File: src/rtl/spi_rx_pkg.sv
// Shared types and default frame geometry for the camera SPI receive path.
package spi_rx_pkg;

  localparam int DEF_DATA_WIDTH = 8;
  localparam int DEF_LINES      = 4;
  localparam int DEF_H_ACTIVE   = 640;
  localparam int DEF_V_ACTIVE   = 360;

  typedef logic [DEF_DATA_WIDTH-1:0] pixel_t;
  typedef pixel_t [DEF_LINES-1:0]    packet_t;

  typedef enum logic [1:0] {
    RX_IDLE,
    RX_SHIFT,
    RX_DONE
  } rx_state_t;

endpackage

File: src/rtl/spi_rx_sync.sv
// Two-flop synchronizer for asynchronous link inputs with a registered
// rising-edge detector per bit.
module spi_rx_sync #(
  parameter int   WIDTH     = 1,
  parameter logic RESET_VAL = 1'b0
) (
  input  logic             clk,
  input  logic             rst_n,
  input  logic [WIDTH-1:0] async_in,
  output logic [WIDTH-1:0] sync_out,
  output logic [WIDTH-1:0] rise_out
);

  logic [WIDTH-1:0] meta;
  logic [WIDTH-1:0] sync;
  logic [WIDTH-1:0] prev;

  always_ff @(posedge clk or negedge rst_n) begin
    if (!rst_n) begin
      meta <= {WIDTH{RESET_VAL}};
      sync <= {WIDTH{RESET_VAL}};
      prev <= {WIDTH{RESET_VAL}};
    end else begin
      meta <= async_in;
      sync <= meta;
      prev <= sync;
    end
  end

  assign sync_out = sync;
  assign rise_out = sync & ~prev;

endmodule

File: src/rtl/spi_pixel_receiver.sv
// Camera SPI link receiver: deserializes LINES-pixel packets and replays them as a
// valid/ready pixel stream with frame position. Define SPI_RX_STATS_EN for event counters.
module spi_pixel_receiver
  import spi_rx_pkg::*;
#(
  parameter int DATA_WIDTH = DEF_DATA_WIDTH,
  parameter int LINES      = DEF_LINES,
  parameter int H_ACTIVE   = DEF_H_ACTIVE,
  parameter int V_ACTIVE   = DEF_V_ACTIVE
) (
  input  logic                  clk_in,
  input  logic                  rst_in,
  input  logic                  chip_clk_in,
  input  logic                  chip_sel_in,
  input  logic [LINES-1:0]      chip_data_in,
  input  logic                  frame_sync_in,
  output logic                  pixel_valid_out,
  input  logic                  pixel_ready_in,
  output logic [DATA_WIDTH-1:0] pixel_data_out,
  output logic [9:0]            pixel_hcount_out,
  output logic [8:0]            pixel_vcount_out,
  output logic                  pixel_last_out,
  output logic                  pixel_first_out,
  output logic                  overrun_out,
  output logic                  frame_err_out
`ifdef SPI_RX_STATS_EN
  ,
  output logic [15:0]           overrun_cnt_out,
  output logic [15:0]           frame_err_cnt_out
`endif
);

  localparam int CNT_W = (DATA_WIDTH > 1) ? $clog2(DATA_WIDTH) : 1;
  localparam int IDX_W = (LINES > 1) ? $clog2(LINES) : 1;
  localparam logic [CNT_W-1:0] BIT_LAST = CNT_W'(DATA_WIDTH - 1);
  localparam logic [IDX_W-1:0] PIX_LAST = IDX_W'(LINES - 1);
  localparam logic [9:0]       H_LAST   = 10'(H_ACTIVE - 1);
  localparam logic [8:0]       V_LAST   = 9'(V_ACTIVE - 1);

  logic             dclk_rise;
  logic             dclk_level_unused;
  logic             cs_sync;
  logic             cs_rise_unused;
  logic [LINES-1:0] data_sync;
  logic [LINES-1:0] data_rise_unused;
  logic             vsync_rise;
  logic             vsync_level_unused;

  // cs resets to the deselected level so a reset release never looks like a packet start
  spi_rx_sync #(.WIDTH(1), .RESET_VAL(1'b0)) u_sync_dclk (
    .clk(clk_in), .rst_n(rst_in), .async_in(chip_clk_in),
    .sync_out(dclk_level_unused), .rise_out(dclk_rise)
  );

  spi_rx_sync #(.WIDTH(1), .RESET_VAL(1'b1)) u_sync_cs (
    .clk(clk_in), .rst_n(rst_in), .async_in(chip_sel_in),
    .sync_out(cs_sync), .rise_out(cs_rise_unused)
  );

  spi_rx_sync #(.WIDTH(LINES), .RESET_VAL(1'b0)) u_sync_data (
    .clk(clk_in), .rst_n(rst_in), .async_in(chip_data_in),
    .sync_out(data_sync), .rise_out(data_rise_unused)
  );

  spi_rx_sync #(.WIDTH(1), .RESET_VAL(1'b0)) u_sync_vsync (
    .clk(clk_in), .rst_n(rst_in), .async_in(frame_sync_in),
    .sync_out(vsync_level_unused), .rise_out(vsync_rise)
  );

  rx_state_t state, state_next;
  logic [CNT_W-1:0]                  bit_cnt;
  logic [LINES-1:0][DATA_WIDTH-1:0]  shift_reg;
  logic [LINES-1:0][DATA_WIDTH-1:0]  hold_reg;
  logic                              hold_full;
  logic [IDX_W-1:0]                  pix_idx;
  logic                              first_armed;
  logic                              xfer;
  logic                              hold_free;
  logic shift_en, cnt_clr, load_pkt, drop_pkt, err_set;

  assign xfer      = hold_full && pixel_ready_in;
  assign hold_free = !hold_full || (xfer && (pix_idx == PIX_LAST));

  always_ff @(posedge clk_in or negedge rst_in) begin
    if (!rst_in) state <= RX_IDLE;
    else         state <= state_next;
  end

  // A cs release with no bits shifted is a packet gap, not a truncated packet
  always_comb begin
    state_next = state;
    shift_en   = 1'b0;
    cnt_clr    = 1'b0;
    load_pkt   = 1'b0;
    drop_pkt   = 1'b0;
    err_set    = 1'b0;
    case (state)
      RX_IDLE: begin
        if (!cs_sync) begin
          state_next = RX_SHIFT;
          cnt_clr    = 1'b1;
        end
      end
      RX_SHIFT: begin
        if (cs_sync) begin
          err_set    = (bit_cnt != '0);
          state_next = RX_IDLE;
        end else if (dclk_rise) begin
          shift_en = 1'b1;
          if (bit_cnt == BIT_LAST) state_next = RX_DONE;
        end
      end
      RX_DONE: begin
        load_pkt = hold_free;
        drop_pkt = !hold_free;
        if (!cs_sync) begin
          state_next = RX_SHIFT;
          cnt_clr    = 1'b1;
        end else begin
          state_next = RX_IDLE;
        end
      end
      default: state_next = RX_IDLE;
    endcase
  end

  always_ff @(posedge clk_in or negedge rst_in) begin
    if (!rst_in) begin
      bit_cnt   <= '0;
      shift_reg <= '0;
    end else begin
      if (cnt_clr)       bit_cnt <= '0;
      else if (shift_en) bit_cnt <= bit_cnt + 1'b1;
      if (shift_en) begin
        for (int k = 0; k < LINES; k++)
          shift_reg[k] <= {shift_reg[k][DATA_WIDTH-2:0], data_sync[k]};
      end
    end
  end

  // A load on the final transfer cycle refills the holding reg with no bubble
  always_ff @(posedge clk_in or negedge rst_in) begin
    if (!rst_in) begin
      hold_reg      <= '0;
      hold_full     <= 1'b0;
      pix_idx       <= '0;
      overrun_out   <= 1'b0;
      frame_err_out <= 1'b0;
    end else begin
      if (load_pkt) begin
        hold_reg  <= shift_reg;
        hold_full <= 1'b1;
        pix_idx   <= '0;
      end else if (xfer) begin
        if (pix_idx == PIX_LAST) begin
          hold_full <= 1'b0;
          pix_idx   <= '0;
        end else begin
          pix_idx <= pix_idx + 1'b1;
        end
      end
      if (drop_pkt) overrun_out   <= 1'b1;
      if (err_set)  frame_err_out <= 1'b1;
    end
  end

  // Frame sync outranks a same-cycle advance so the next pixel always lands at (0,0)
  always_ff @(posedge clk_in or negedge rst_in) begin
    if (!rst_in) begin
      pixel_hcount_out <= '0;
      pixel_vcount_out <= '0;
      first_armed      <= 1'b0;
    end else if (vsync_rise) begin
      pixel_hcount_out <= '0;
      pixel_vcount_out <= '0;
      first_armed      <= 1'b1;
    end else if (xfer) begin
      first_armed <= 1'b0;
      if (pixel_hcount_out == H_LAST) begin
        pixel_hcount_out <= '0;
        pixel_vcount_out <= (pixel_vcount_out == V_LAST) ? '0 : pixel_vcount_out + 1'b1;
      end else begin
        pixel_hcount_out <= pixel_hcount_out + 1'b1;
      end
    end
  end

  assign pixel_valid_out = hold_full;
  assign pixel_data_out  = hold_full ? hold_reg[pix_idx] : '0;
  assign pixel_first_out = hold_full && first_armed;
  assign pixel_last_out  = hold_full && (pixel_hcount_out == H_LAST) &&
                           (pixel_vcount_out == V_LAST);

`ifdef SPI_RX_STATS_EN
  always_ff @(posedge clk_in or negedge rst_in) begin
    if (!rst_in) begin
      overrun_cnt_out   <= '0;
      frame_err_cnt_out <= '0;
    end else begin
      if (drop_pkt && (overrun_cnt_out != 16'hFFFF))  overrun_cnt_out   <= overrun_cnt_out + 1'b1;
      if (err_set && (frame_err_cnt_out != 16'hFFFF)) frame_err_cnt_out <= frame_err_cnt_out + 1'b1;
    end
  end
`endif

endmodule
File: config.mk
export PLATFORM = sky130hd
export DESIGN_NAME = spi_pixel_receiver
export DESIGN_NICKNAME = d
export VERILOG_FILES = /design/src/rtl/spi_rx_pkg.sv /design/src/rtl/spi_rx_sync.sv /design/src/rtl/spi_pixel_receiver.sv
export SDC_FILE = /design/constraint.sdc
export NUM_CORES = 1
export LEC_CHECK = 0
export ABC_AREA = 1
export BUFFER_PORTS_ARGS = -buffer_cell sky130_fd_sc_hd__buf_4
export CAP_MARGIN = 10
export CORE_MARGIN = 2
export CORE_UTILIZATION = 45
export CTS_CLUSTER_DIAMETER = 80
export DETAILED_ROUTE_END_ITERATION = 10
export GPL_TIMING_DRIVEN = 0
export HOLD_SLACK_MARGIN = 0.06
export SLEW_MARGIN = 40
export SYNTH_ARGS = -nofsm -noshare
export SYNTH_HDL_FRONTEND = slang
export SYNTH_SLANG_ARGS = --single-unit
File: constraint.sdc
create_clock -name clk_in -period 1.94 [get_ports clk_in]
set_clock_uncertainty 0.1 [all_clocks]
set_input_delay 0.097 -clock clk_in [delete_from_list [all_inputs] [get_ports clk_in]]
set_output_delay 0.097 -clock clk_in [all_outputs]
set_load 0.01 [all_outputs]
==> flow_summary.yaml <==
run_status:
  status: "finished, final reports clean"
pwr:
  swShare_pct: 33.8
  pwr-share-seq_pct: 49.1
  combPwrFrac_pct: 27.1
  internal-power_mw: 3.68
  p_sw_mw: 1.88
  ir_drop_v: 0.000509
  total_power_mw: 5.56
  clockPowerShare_pct: 23.9
  cellLeakagePower_nw: 2.74
  cellPowerDensity_mw_per_mm2: 963
floorplan:
  die_w_um: 107
  core-area_mm2: 0.0104
  dieArea_mm2: 0.0116
  die_h_um: 107
  rows: 37
  initial_core_util_pct: 46.5
  boundaryPins: 42
logic_synthesis:
  netlist_instances: 564
  synth_mux_area_share_pct: 0
  ys_ff_latch: 110
  synth_simple_gate_area_share_pct: 21.6
  synth_compound_gate_area_share_pct: 11.1
  synthAdderAreaFrac_pct: 1.56
  ys_seq_area_share_pct: 57.2
  synth_nets: 580
  ys_types: 31
  synth_top_family_by_area: "simple AND/OR/NAND/NOR gates"
  ys_warn_count: 0
  syn_avg_cell_area_um2: 8.54
  synthXorXnorAreaFrac_pct: 0.545
  netlist_area_mm2: 0.00482
finish:
  area_growth_pct: 19.9
  fin_util_pct: 55.7
  num_antenna_cells: 0
  final_nets: 650
  stdcell_count: 775
  nFillCells: 985
  drive_gt1_share_pct: 17.8
  final_area_mm2: 0.00578
drt:
  drt_iter0_markers: 180
  drtPass1Iterations: 5
  vias_per_cell: 4.96
  drt-total-wl_um: 10200
  drtAntennaViolNets: 0
  route.detailed.drc: 0
  wire_per_inst_um: 13.2
  vias: 3845
clock_network:
  cts_buffer_depth: 2
  cts_tree: "done"
  cts_buffers: 9
  cts_root_buf: "clkbuf_8"
  cts_sinks: 110
  clk_latency_ns: 0.37
  cts.htree.levels: 3
  clk_pin_slew_worst_paths_ns: 0.11
sta:
  fmax_mhz: 521
  rsz0062_at_grt: "yes"
  tightest_slew_ns: 0.537
  whs_ns: 0.126
  period_share_pct: 99.0
  setup_viol: 0
  period_needed_ns: 1.92
  drv_slew: 0
  hold_viol: 0
  relSlewSlack_pct: 64.2
grt:
  grt_max_degree: 111
  grt_pass1_vias: 3836
  grt_antenna_before_repair: 0
  grt-ovfl-total: 0
  grt_pass1_wl_um: 18000
  grt.total_usage_pct: 19.4
setup_path:
  cp-end-kind: "primary output"
  reg2reg_to: "pixel_vcount_out[0]"
  crit_type: "register to primary output"
  crit_arrival_ns: 1.72
  startpoint_type: "register"
  crit_start: "pixel_hcount_out[0]"
  crit_fanout: 2
  cp-endpoint: "pixel_last_out"
  r2r-start: "pixel_hcount_out[0]"
  regToRegSetupSlack_ns: 0.32
  r2r_cells: 8
  crit_required_ns: 1.74
placement:
  gp_congestion: 0.879
  placed_cells: 741
  port_buffers: 41
  hpwl_um: 7000
  dpl_cell_area_mm2: 0.00530
hold_path:
  hold_path.class: "input pin to asynchronous set/reset pin"
run:
  maxCapViolations: 0
-- worst min path at each step --
stage,end,cells past startpoint
finish,pixel_hcount_out[8],2
global route,state[1],2
CTS,u_sync_data.meta[1],2
detailed placement,u_sync_cs.meta,1
global placement,u_sync_cs.meta,1
floorplan,bit_cnt[0],0
-- power groups by stage --
stage / sequential [mW] / clock (mW) / combinational (mW)
6_report: 2.73 / 1.33 / 1.51
5_1_grt: 2.77 / 1.46 / 1.72
4_1_cts: 2.73 / 1.39 / 1.39
3_5_place_dp: 2.78 / 0 / 1.28
3_3_place_gp: 2.77 / 0 / 1.26
2_1_floorplan: 2.77 / 0 / 0.788
-- Yosys cell counts (all sizes together) --
cell type / number / share of area, %
a21oi: 11 / 1.2
a31o: 1 / 0.18
buf: 15 / 2.6
clkbuf: 3 / 0.23
clkinv: 1 / 0.078
dfrtp: 108 / 56
dfstp: 2 / 1.1
ha: 6 / 1.6
inv: 65 / 5.1
nand2: 166 / 13
nand3: 17 / 1.9
nand3b: 1 / 0.16
nand4: 3 / 0.39
nor2: 65 / 5.3
nor3: 5 / 0.62
nor4: 1 / 0.13
o21ai: 90 / 9.6
o21bai: 1 / 0.16
xor2: 3 / 0.55
-- layout by cell type (no fill, tap or decap), types with 2 or more instances in the layout --
master,netlist,final
nor3_1,4,3
inv_6,0,3
dfrtp_1,108,106
nand2_2,4,5
o21ai_1,40,48
a21oi_1,10,5
nor2_1,63,60
clkbuf_8,0,9
nor3_2,1,2
nor2_4,1,3
buf_8,0,3
nand2_1,162,161
clkbuf_1,3,2
ha_1,6,5
xor2_1,3,3
inv_4,1,3
a21oi_2,1,6
buf_4,2,50
buf_2,6,3
nand3_1,16,15
nand3_2,1,2
o21ai_0,49,41
buf_6,7,8
dlygate4sd3_1,0,9
nor2_2,1,2
inv_2,2,2
inv_1,62,61
nand4_1,3,3
dfstp_2,2,2
dfrtp_2,0,2
-- per-stage QoR --
step | setup slack, ns | TNS, ns
final | 0.0188 | 0
after global routing | -0.0508 | -0.0667
after CTS | 0.00265 | 0
after detailed placement | 0.113 | 0
after global placement | 0.117 | 0
after floorplan | 0.428 | 0
-- final cells by class --
cell class	count	area, um^2	area share (%)
repair buffers	59	510	8.84
multi-input cells	370	1730	29.9
clock buffers	9	124	2.14
plain buffers	18	165	2.86
inverters	66	255	4.42
flip-flops and latches	110	2760	47.7
well taps	136	170	2.95
clock inverters	7	63.8	1.10
-- per-layer routing --
metal  vias up  routed length, um  share of wire, %  GRT usage [%]
li1       1913                  -                 -              -
met1      1865               4580                45           25.0
met2        59               5100                50           33.2
met3         8                442               4.3           4.90
met4         0                 99              0.97           4.58
met5         -                  0                 0              0
-- repair_timing --
action | in CTS | in global routing
gates resized for setup | 15 | 23
pin swaps | 3 | 10
hold endpoints to repair | 118 | 0
buffers inserted | 4 | 3
gates cloned | 0 | 1
hold buffers | 9 | 0
endpoints found under the setup margin | 9 | 9
-- kinds of logic (layout without fill, tap and decap cells) --
| kind of cell | after synthesis | after routing |
|---|---|---|
| buffers and inverters | 84 | 159 |
| AO/OA/AOI/OAI | 103 | 103 |
| flip-flops | 110 | 110 |
| adder cells (fa/ha/maj) | 6 | 6 |
| XOR/XNOR | 3 | 3 |
| AND/OR/NAND/NOR | 258 | 258 |
-- critical path, stage by stage (launching register included) --
cell and delay (ns):
dfrtp_1 0.39, ha_2 0.20, inv_2 0.04, nor2_4 0.08
nand2_2 0.08, nor2_4 0.11, nand3_2 0.10, nor3_2 0.20
buf_4 0.14
Power figures use the tool's default switching activity.
